### src/rtl/flash_boot_loader_pkg.sv
// Shared types and defaults for the boot loader.
// Optional feature: BOOT_CHECKSUM_EN adds a trailing checksum word and the CHECK state.
package flash_boot_loader_pkg;

  localparam int          WAIT_START_MAX = 4;
  localparam logic [15:0] DEF_FLASH_BASE = 16'h0000;
  localparam int          DEF_BOOT_WORDS = 256;
  localparam int          DEF_TIMEOUT    = 4095;
  localparam int          CNT_W          = 16;

  typedef enum logic [2:0] {
    ST_REQ,
    ST_WAIT_START,
    ST_WAIT_DONE,
    ST_STORE,
`ifdef BOOT_CHECKSUM_EN
    ST_CHECK,
`endif
    ST_DONE,
    ST_FAIL
  } state_e;

  // Flash byte address of boot word idx, wrapping at 64 KiB.
  function automatic logic [15:0] word_addr(input logic [15:0] base, input logic [15:0] idx);
    return base + {idx[14:0], 1'b0};
  endfunction

endpackage

### src/rtl/flash_boot_loader_if.sv
// Flash-controller request side and CPU RAM write port of the boot loader.
interface flash_boot_loader_if;
  logic [15:0] fl_adresse;
  logic        fl_cs;
  logic        fl_write;
  logic [15:0] fl_datain;
  logic [15:0] fl_dataout;
  logic        fl_busy;
  logic [15:0] ram_addr;
  logic [15:0] ram_wdata;
  logic        ram_we;

  modport master (
    output fl_adresse, fl_cs, fl_write, fl_datain, ram_addr, ram_wdata, ram_we,
    input  fl_dataout, fl_busy
  );

  modport slave (
    input  fl_adresse, fl_cs, fl_write, fl_datain, ram_addr, ram_wdata, ram_we,
    output fl_dataout, fl_busy
  );
endinterface

### src/rtl/boot_timeout_cnt.sv
// Loadable down-counter; expired_o is high once the count has reached zero.
module boot_timeout_cnt
  import flash_boot_loader_pkg::*;
#(
  parameter int W = CNT_W
) (
  input  logic         clk,
  input  logic         rst,
  input  logic         load_i,
  input  logic [W-1:0] load_val_i,
  input  logic         dec_i,
  output logic         expired_o
);

  logic [W-1:0] cnt_q;

  // Load has priority; decrement saturates at zero.
  always_ff @(posedge clk or posedge rst) begin
    if (rst)                         cnt_q <= '0;
    else if (load_i)                 cnt_q <= load_val_i;
    else if (dec_i && cnt_q != '0)   cnt_q <= cnt_q - 1'b1;
  end

  assign expired_o = (cnt_q == '0);

endmodule

### src/rtl/flash_boot_loader.sv
// Boot copy engine: reads BOOT_WORDS words from SPI flash into CPU RAM while
// holding the CPU in reset. Define BOOT_CHECKSUM_EN to verify a trailing
// 16-bit additive checksum word before releasing the CPU.
module flash_boot_loader
  import flash_boot_loader_pkg::*;
#(
  parameter int          BOOT_WORDS = DEF_BOOT_WORDS,
  parameter logic [15:0] FLASH_BASE = DEF_FLASH_BASE,
  parameter int          TIMEOUT    = DEF_TIMEOUT
) (
  input  logic                       clk,
  input  logic                       rst,
  input  logic                       reboot_i,
  flash_boot_loader_if.master        bus,
  output logic                       cpu_hold_o,
  output logic                       done_o,
  output logic                       err_o
);

  localparam logic [15:0]      LAST_IDX = 16'(BOOT_WORDS - 1);
  // Counter expires after the last allowed cycle, so load max-1.
  localparam logic [CNT_W-1:0] WS_LOAD  = CNT_W'(WAIT_START_MAX - 1);
  localparam logic [CNT_W-1:0] WD_LOAD  = CNT_W'(TIMEOUT - 1);

  state_e            state_q, state_d;
  logic [15:0]       idx_q, idx_d;
  logic [15:0]       wdata_q, wdata_d;
  logic              cnt_load, cnt_dec, cnt_exp;
  logic [CNT_W-1:0]  cnt_val;
`ifdef BOOT_CHECKSUM_EN
  logic [15:0]       sum_q, sum_d;
`endif

  boot_timeout_cnt #(.W(CNT_W)) u_tmo (
    .clk       (clk),
    .rst       (rst),
    .load_i    (cnt_load),
    .load_val_i(cnt_val),
    .dec_i     (cnt_dec),
    .expired_o (cnt_exp)
  );

  // State register; reset lands in REQ so the copy starts on its own.
  always_ff @(posedge clk or posedge rst) begin
    if (rst) state_q <= ST_REQ;
    else     state_q <= state_d;
  end

  // Word index, captured data and running sum.
  always_ff @(posedge clk or posedge rst) begin
    if (rst) begin
      idx_q   <= '0;
      wdata_q <= '0;
`ifdef BOOT_CHECKSUM_EN
      sum_q   <= '0;
`endif
    end else begin
      idx_q   <= idx_d;
      wdata_q <= wdata_d;
`ifdef BOOT_CHECKSUM_EN
      sum_q   <= sum_d;
`endif
    end
  end

  // Next-state and datapath control.
  always_comb begin
    state_d  = state_q;
    idx_d    = idx_q;
    wdata_d  = wdata_q;
    cnt_load = 1'b0;
    cnt_val  = WS_LOAD;
    cnt_dec  = 1'b0;
`ifdef BOOT_CHECKSUM_EN
    sum_d    = sum_q;
`endif
    case (state_q)
      ST_REQ: begin
        cnt_load = 1'b1;
        state_d  = ST_WAIT_START;
      end
`ifdef BOOT_CHECKSUM_EN
      // Checksum fetch: same handshake as a data word, idx already at BOOT_WORDS.
      ST_CHECK: begin
        cnt_load = 1'b1;
        state_d  = ST_WAIT_START;
      end
`endif
      ST_WAIT_START: begin
        if (bus.fl_busy) begin
          cnt_load = 1'b1;
          cnt_val  = WD_LOAD;
          state_d  = ST_WAIT_DONE;
        end else if (cnt_exp) begin
          state_d = ST_FAIL;
        end else begin
          cnt_dec = 1'b1;
        end
      end
      ST_WAIT_DONE: begin
        if (!bus.fl_busy) begin
`ifdef BOOT_CHECKSUM_EN
          if (idx_q == 16'(BOOT_WORDS))
            state_d = (bus.fl_dataout == sum_q) ? ST_DONE : ST_FAIL;
          else
`endif
          begin
            wdata_d = bus.fl_dataout;
            state_d = ST_STORE;
          end
        end else if (cnt_exp) begin
          state_d = ST_FAIL;
        end else begin
          cnt_dec = 1'b1;
        end
      end
      ST_STORE: begin
        idx_d = idx_q + 16'd1;
`ifdef BOOT_CHECKSUM_EN
        sum_d   = sum_q + wdata_q;
        state_d = (idx_q == LAST_IDX) ? ST_CHECK : ST_REQ;
`else
        state_d = (idx_q == LAST_IDX) ? ST_DONE : ST_REQ;
`endif
      end
      ST_DONE, ST_FAIL: begin
        if (reboot_i) begin
          idx_d   = '0;
`ifdef BOOT_CHECKSUM_EN
          sum_d   = '0;
`endif
          state_d = ST_REQ;
        end
      end
      default: state_d = ST_REQ;
    endcase
  end

  // Strobe is kept low while reset is held even though the reset state is REQ.
`ifdef BOOT_CHECKSUM_EN
  assign bus.fl_cs = ((state_q == ST_REQ) || (state_q == ST_CHECK)) && !rst;
`else
  assign bus.fl_cs = (state_q == ST_REQ) && !rst;
`endif
  assign bus.fl_adresse = word_addr(FLASH_BASE, idx_q);
  assign bus.fl_write   = 1'b0;
  assign bus.fl_datain  = 16'h0000;
  assign bus.ram_addr   = idx_q;
  assign bus.ram_wdata  = wdata_q;
  assign bus.ram_we     = (state_q == ST_STORE);
  assign cpu_hold_o     = (state_q != ST_DONE);
  assign done_o         = (state_q == ST_DONE);
  assign err_o          = (state_q == ST_FAIL);

endmodule

### src/flat_wrapper.sv
// flat-port wrapper written by rule: the top's interface ports become plain ports
module flash_boot_loader_flat import flash_boot_loader_pkg::*;
#(
  parameter int          BOOT_WORDS = DEF_BOOT_WORDS,
  parameter logic [15:0] FLASH_BASE = DEF_FLASH_BASE,
  parameter int          TIMEOUT    = DEF_TIMEOUT
)
  (clk, rst, reboot_i, cpu_hold_o, done_o, err_o, bus_fl_adresse, bus_fl_cs, bus_fl_write, bus_fl_datain, bus_ram_addr, bus_ram_wdata, bus_ram_we, bus_fl_dataout, bus_fl_busy);
  flash_boot_loader_if bus_i ();
  input  logic clk;
  input  logic rst;
  input  logic reboot_i;
  output logic cpu_hold_o;
  output logic done_o;
  output logic err_o;
  output wire logic [$bits(bus_i.fl_adresse)-1:0] bus_fl_adresse;
  output wire logic [$bits(bus_i.fl_cs)-1:0] bus_fl_cs;
  output wire logic [$bits(bus_i.fl_write)-1:0] bus_fl_write;
  output wire logic [$bits(bus_i.fl_datain)-1:0] bus_fl_datain;
  output wire logic [$bits(bus_i.ram_addr)-1:0] bus_ram_addr;
  output wire logic [$bits(bus_i.ram_wdata)-1:0] bus_ram_wdata;
  output wire logic [$bits(bus_i.ram_we)-1:0] bus_ram_we;
  input wire logic [$bits(bus_i.fl_dataout)-1:0] bus_fl_dataout;
  input wire logic [$bits(bus_i.fl_busy)-1:0] bus_fl_busy;
  assign bus_fl_adresse = bus_i.fl_adresse;
  assign bus_fl_cs = bus_i.fl_cs;
  assign bus_fl_write = bus_i.fl_write;
  assign bus_fl_datain = bus_i.fl_datain;
  assign bus_ram_addr = bus_i.ram_addr;
  assign bus_ram_wdata = bus_i.ram_wdata;
  assign bus_ram_we = bus_i.ram_we;
  assign bus_i.fl_dataout = bus_fl_dataout;
  assign bus_i.fl_busy = bus_fl_busy;
  flash_boot_loader #(.BOOT_WORDS(BOOT_WORDS), .FLASH_BASE(FLASH_BASE), .TIMEOUT(TIMEOUT)) u_core (.clk(clk), .rst(rst), .reboot_i(reboot_i), .bus(bus_i), .cpu_hold_o(cpu_hold_o), .done_o(done_o), .err_o(err_o));
endmodule
### config.mk
export PLATFORM = sky130hd
export DESIGN_NAME = flash_boot_loader_flat
export DESIGN_NICKNAME = d
export VERILOG_FILES = /design/src/rtl/flash_boot_loader_pkg.sv /design/src/rtl/flash_boot_loader_if.sv /design/src/rtl/boot_timeout_cnt.sv /design/src/rtl/flash_boot_loader.sv /design/src/flat_wrapper.sv
export SDC_FILE = /design/constraint.sdc
export NUM_CORES = 1
export LEC_CHECK = 0
export CORE_UTILIZATION = 51
export DETAILED_ROUTE_END_ITERATION = 8
export PLACE_DENSITY = 0.86
export SLEW_MARGIN = 20
export SYNTH_ARGS = -nofsm -noshare
export SYNTH_HDL_FRONTEND = slang
export SYNTH_SLANG_ARGS = --single-unit
### constraint.sdc
create_clock -name clk -period 5.72 [get_ports clk]
set_clock_uncertainty 0.2 [all_clocks]
set_input_delay 1.43 -clock clk [delete_from_list [all_inputs] [get_ports clk]]
set_output_delay 1.43 -clock clk [all_outputs]
set_load 0.02 [all_outputs]
Yosys cells after proc, flatten, opt, wreduce, memory -nomap -nowiden
Index checks and enable logic that the tools add are counted.
- register bits: 51
- input port bits: 20
- output and inout bits: 70
- logic and storage cells: 44
- add/sub/neg operators: 2
- eq/ne operators: 8
- multiplexer cells: 18
- bitwise operators: 1
- reduce and logical (&&, ||, !) cells: 11
- operators by type and width (operator ; number):
    16-bit two-way mux ; 4
    16-bit case mux with 2 select lines ; 1
    16-bit by 1-bit adder with 16-bit output, second input constant ; 1
    16-bit by 8-bit == test with 1-bit output, second input constant ; 1
    16-bit logical NOT ; 1
    16-bit nonzero test ; 1
    16-bit by 1-bit subtractor with 16-bit output, second input constant ; 1
    3-bit two-way mux ; 5
    3-bit case mux with 5 select lines ; 1
    12-bit two-way mux ; 1
    3-bit by 2-bit == test with 1-bit output, second input constant ; 2
    3-bit == test, second input constant ; 2
    1-bit two-way mux ; 4
    1-bit case mux with 2 select lines ; 2
    2-bit AND reduction ; 2
    2-bit nonzero test ; 2
    3-bit by 1-bit == test with 1-bit output, second input constant ; 1
    3-bit logical NOT ; 1
    3-bit inequality test, second input constant ; 1
    1-bit logical AND ; 2
    2-bit inequality test, second input constant ; 1
    2-bit OR reduction ; 1
    1-bit logical NOT ; 1
    1-bit NOT ; 1

Longest topological paths before layout
- depth after elaboration: 7
- depth in mapped cells: 7
- mapped depth without buffers: 7

Modules after synthesis
From an unflattened synthesis, not the netlist that was laid out.
- cell total of the unflattened synthesis: 311
- area, all modules: 2970.3 um2
- by module, submodules not included (module ; times used ; cells each ; area an instance (um2) ; sequential area each (um2)):
    flash_boot_loader ; 1 ; 189 ; 1935.6 ; 875.8
    boot_timeout_cnt ; 1 ; 122 ; 1034.7 ; 400.4

Worst setup path after synthesis
OpenSTA, ideal clock, no wires.
- path kind: input to output
- start point: input port rst
- end point: output port bus_fl_cs
- arrival: 1723 ps
- setup slack: 2367 ps
- stages on the path: 1
- path buffers: 0
- cells stage by stage: nor2_1
- longest elaborated chain between the ends: 2
- RTL lines (item ; RTL line ; text):
    from (decl) ; flat_wrapper.sv:11 ; input logic rst;
    1-bit logical NOT (no line) ; n/a ;
    1-bit logical AND ; flash_boot_loader.sv:143 ; assign bus.fl_cs = (state_q == ST_REQ) && !rst;
    to (decl) ; flat_wrapper.sv:17 ; output wire logic [$bits(bus_i.fl_cs)-1:0] bus_fl_cs;
Every way passes these cells.

Final worst setup path
Ends and elaborated chain as after synthesis.

==> impl_metrics.py <==
metrics = {
    "cts": {
        "htree_levels": 2,
        "hold_buffers": 0,
        "cts_resized": 0,
        "clk_latency_ns": 0.31,
        "clockRootBuffer": "clkbuf_8",
        "cts_inserted_buffers": 5,
        "clk_pin_slew_ns": 0.09,
        "clockBufferDepth": 2,
        "cts_tree": "yes",
        "cts.sinks": 51,
        "post-cts-setup-buffer-count": 0,
    },
    "placement": {
        "hpwl_um": 4290,
        "gp_congestion": 0.893,
        "port_buffers": 71,
    },
    "route": {
        "routed_wl_um": 6170,
        "vias": 2344,
        "ant_nets": 0,
        "wl_per_cell_um": 14.8,
        "drt_iter0_markers": 184,
        "drc": 0,
        "drtPass1Iterations": 4,
        "via_per_inst": 5.61,
    },
    "synth": {
        "ys_top_cells_by_count": "51 x dfrtp_1, 33 x buf_4, 33 x nor2_1, 18 x nor3_1, 15 x mux2_2",
        "synth_top_family_by_area": "simple AND/OR/NAND/NOR gates",
        "synthMuxAreaShare": 0.0615,
        "synth_compound_area_frac": 0.118,
        "synth_fa_ha_area_frac": 0.00855,
        "synth_seq_cells": 51,
        "syn-cell-area_um2": 2930,
        "yosys.area_share.simple": 0.215,
        "yosysUniqueCellTypes": 57,
        "synth_ff_type": "dfrtp_1",
        "yosys.area.top_type": "dfrtp_1",
        "synth_xor_area_frac": 0.0509,
        "yosysMostFrequentCell": "dfrtp_1",
        "ys_warn_count": 0,
        "synth.top_cell.area_share": 0.436,
        "avgSynthCellArea_um2": 10.0,
        "synth_cells": 292,
        "seq_area_frac_synth": 0.436,
        "async_flop_share": 1.00,
        "synth_edf_count": 0,
        "synthTopCellsByArea": "dfrtp_1 44%, buf_4 8.5%, mux2_2 5.8%",
    },
    "critical_path": {
        "worst_setup_path_end_kind": "primary output",
        "critPathKind": "input pin to primary output",
        "crit_required_ns": 4.09,
        "crit_fanout": 2,
        "cp.arrival_ns": 2.58,
        "cp-start-kind": "input pin",
    },
    "sta": {
        "worstMarginPinSlew_ns": 1.08,
        "period_share": 0.737,
        "setup_viol": 0,
        "hold_ws_ns": 0.297,
        "rsz0062_at_grt": "no",
        "fmax_mhz": 237,
        "drv_slew": 0,
        "tns_ns": 0,
        "period_needed_ns": 4.21,
        "maxSlewHeadroom": 0.275,
        "hold_viol": 0,
    },
    "grt": {
        "grt_pass1_wl_um": 10200,
        "antenna_found_initial": 0,
        "grt_pass1_vias": 2201,
        "track_usage": 0.212,
        "grt-ovfl-total": 0,
        "grt_max_degree": 52,
    },
    "power": {
        "p_seq_frac": 0.347,
        "peakVddDrop_v": 0.000248,
        "fin_total_pwr_mw": 1.94,
        "clockPowerShare": 0.127,
        "switchingPower_mw": 0.833,
        "switching_share": 0.430,
        "p_comb_frac": 0.526,
        "power_density_nw_per_um2": 534,
        "p_int_mw": 1.10,
        "leakagePower_nw": 1.52,
    },
    "die": {
        "ioPinCount": 90,
        "initial_core_util": 0.532,
        "die_height_um": 77.8,
        "die_w_um": 77.8,
        "die_area_um2": 6050,
        "rows": 27,
        "coreArea_um2": 5510,
    },
    "layout": {
        "nets": 368,
        "num-fill-cells": 427,
        "area_delta_synth_final_pct": 23.8,
        "regArea_um2": 1280,
        "drive_gt1_frac": 0.110,
        "antenna_cells": 0,
        "multiInputGateArea_um2": 1400,
    },
    "worst_hold_path": {
        "hp-class": "register to register",
    },
    "status": {
        "status": "finished clean",
    },
    "run": {
        "drv_cap": 0,
    },
}
## power by group through the flow
stage,Clock (mW),Combinational [mW],Sequential [mW]
final,0.245,1.02,0.672
after global routing,0.261,1.09,0.698
after CTS,0.249,1.02,0.668
after detailed placement,0,1.02,0.672
after global placement,0,0.984,0.664
after floorplan,0,0.576,0.756
## cell usage in the layout (no fill, tap or decap), types with 3 or more instances in the layout
master	Yosys	routed
nor3_1	18	18
nand4_1	3	3
a31oi_1	6	6
a21oi_1	10	10
or3_1	4	4
nand2_1	8	8
o211a_1	3	3
inv_1	10	9
clkdlybuf4s50_1	0	71
nor4_1	4	4
nand3_1	12	12
clkbuf_8	0	5
dfrtp_1	51	51
xnor2_1	9	9
o21ai_0	4	4
nor2_1	33	33
nand3b_1	3	3
mux2_2	15	15
xor2_1	8	8
and3_1	6	6
conb_1	1	18
## stage by stage
step | cell area [µm²] | utilization | setup WS (ns) | instances
floorplan | 2990 | - | 2.37 | 309
global placement | 3510 | 0.637 | 1.52 | 411
detailed placement | 3510 | 0.637 | 1.52 | 411
CTS | 3620 | 0.657 | 1.51 | 418
global route | 3620 | 0.658 | 1.48 | 418
finish | 3620 | 0.658 | 1.51 | 418
## path summary, 6_finish.rpt
kind                                           end               startpoint  slack, ns  cells after the start
setup / recovery                         bus_fl_cs                      rst       1.51                      3
hold / removal             u_core.bus.ram_wdata[4]  u_core.bus.ram_wdata[4]       0.30                      1
setup reg to reg             u_core.u_tmo.cnt_q[8]        u_core.state_q[0]       3.39                      4
hold reg to reg            u_core.bus.ram_wdata[4]  u_core.bus.ram_wdata[4]       0.30                      1
max in group asynchronous    u_core.u_tmo.cnt_q[8]                      rst       3.39                      2
min in group asynchronous  u_core.bus.ram_wdata[6]                      rst       1.43                      2
## area by class of cell
cell class,instances,share of cell area
sequential,51,0.352
clock inverter,2,0.0104
multi-input combinational,207,0.387
inverter,10,0.0107
timing repair buffer,71,0.196
tap,72,0.0249
clock buffer,5,0.0190
## routing by layer
| metal | up-vias | share of wire | track usage |
|---|---|---|---|
| li1 | 1102 | - | - |
| met1 | 1123 | 0.41 | 0.262 |
| met2 | 104 | 0.50 | 0.364 |
| met3 | 15 | 0.065 | 0.0353 |
| met4 | 0 | 0.022 | 0.0925 |
| met5 | - | 0 | 0 |
## logic make-up after synthesis
group | Yosys count
xor+xnor | 17
fa+ha+maj | 2
other cells | 1
buf+inv | 51
mux | 16
compound gates | 43
simple gates | 111
flops | 51
## critical path: stages
cell and delay (ns):
clkdlybuf4s50_1 0.44, nor2_1 0.11, clkdlybuf4s50_1 0.61
## sequential cells by signal (all words and copies together) (netlist names)
register	flops
u_core.u_tmo.cnt_q	16
u_core.bus.ram_addr	16
u_core.bus.ram_wdata	16
u_core.state_q	3
Power figures use the tool's default switching activity.
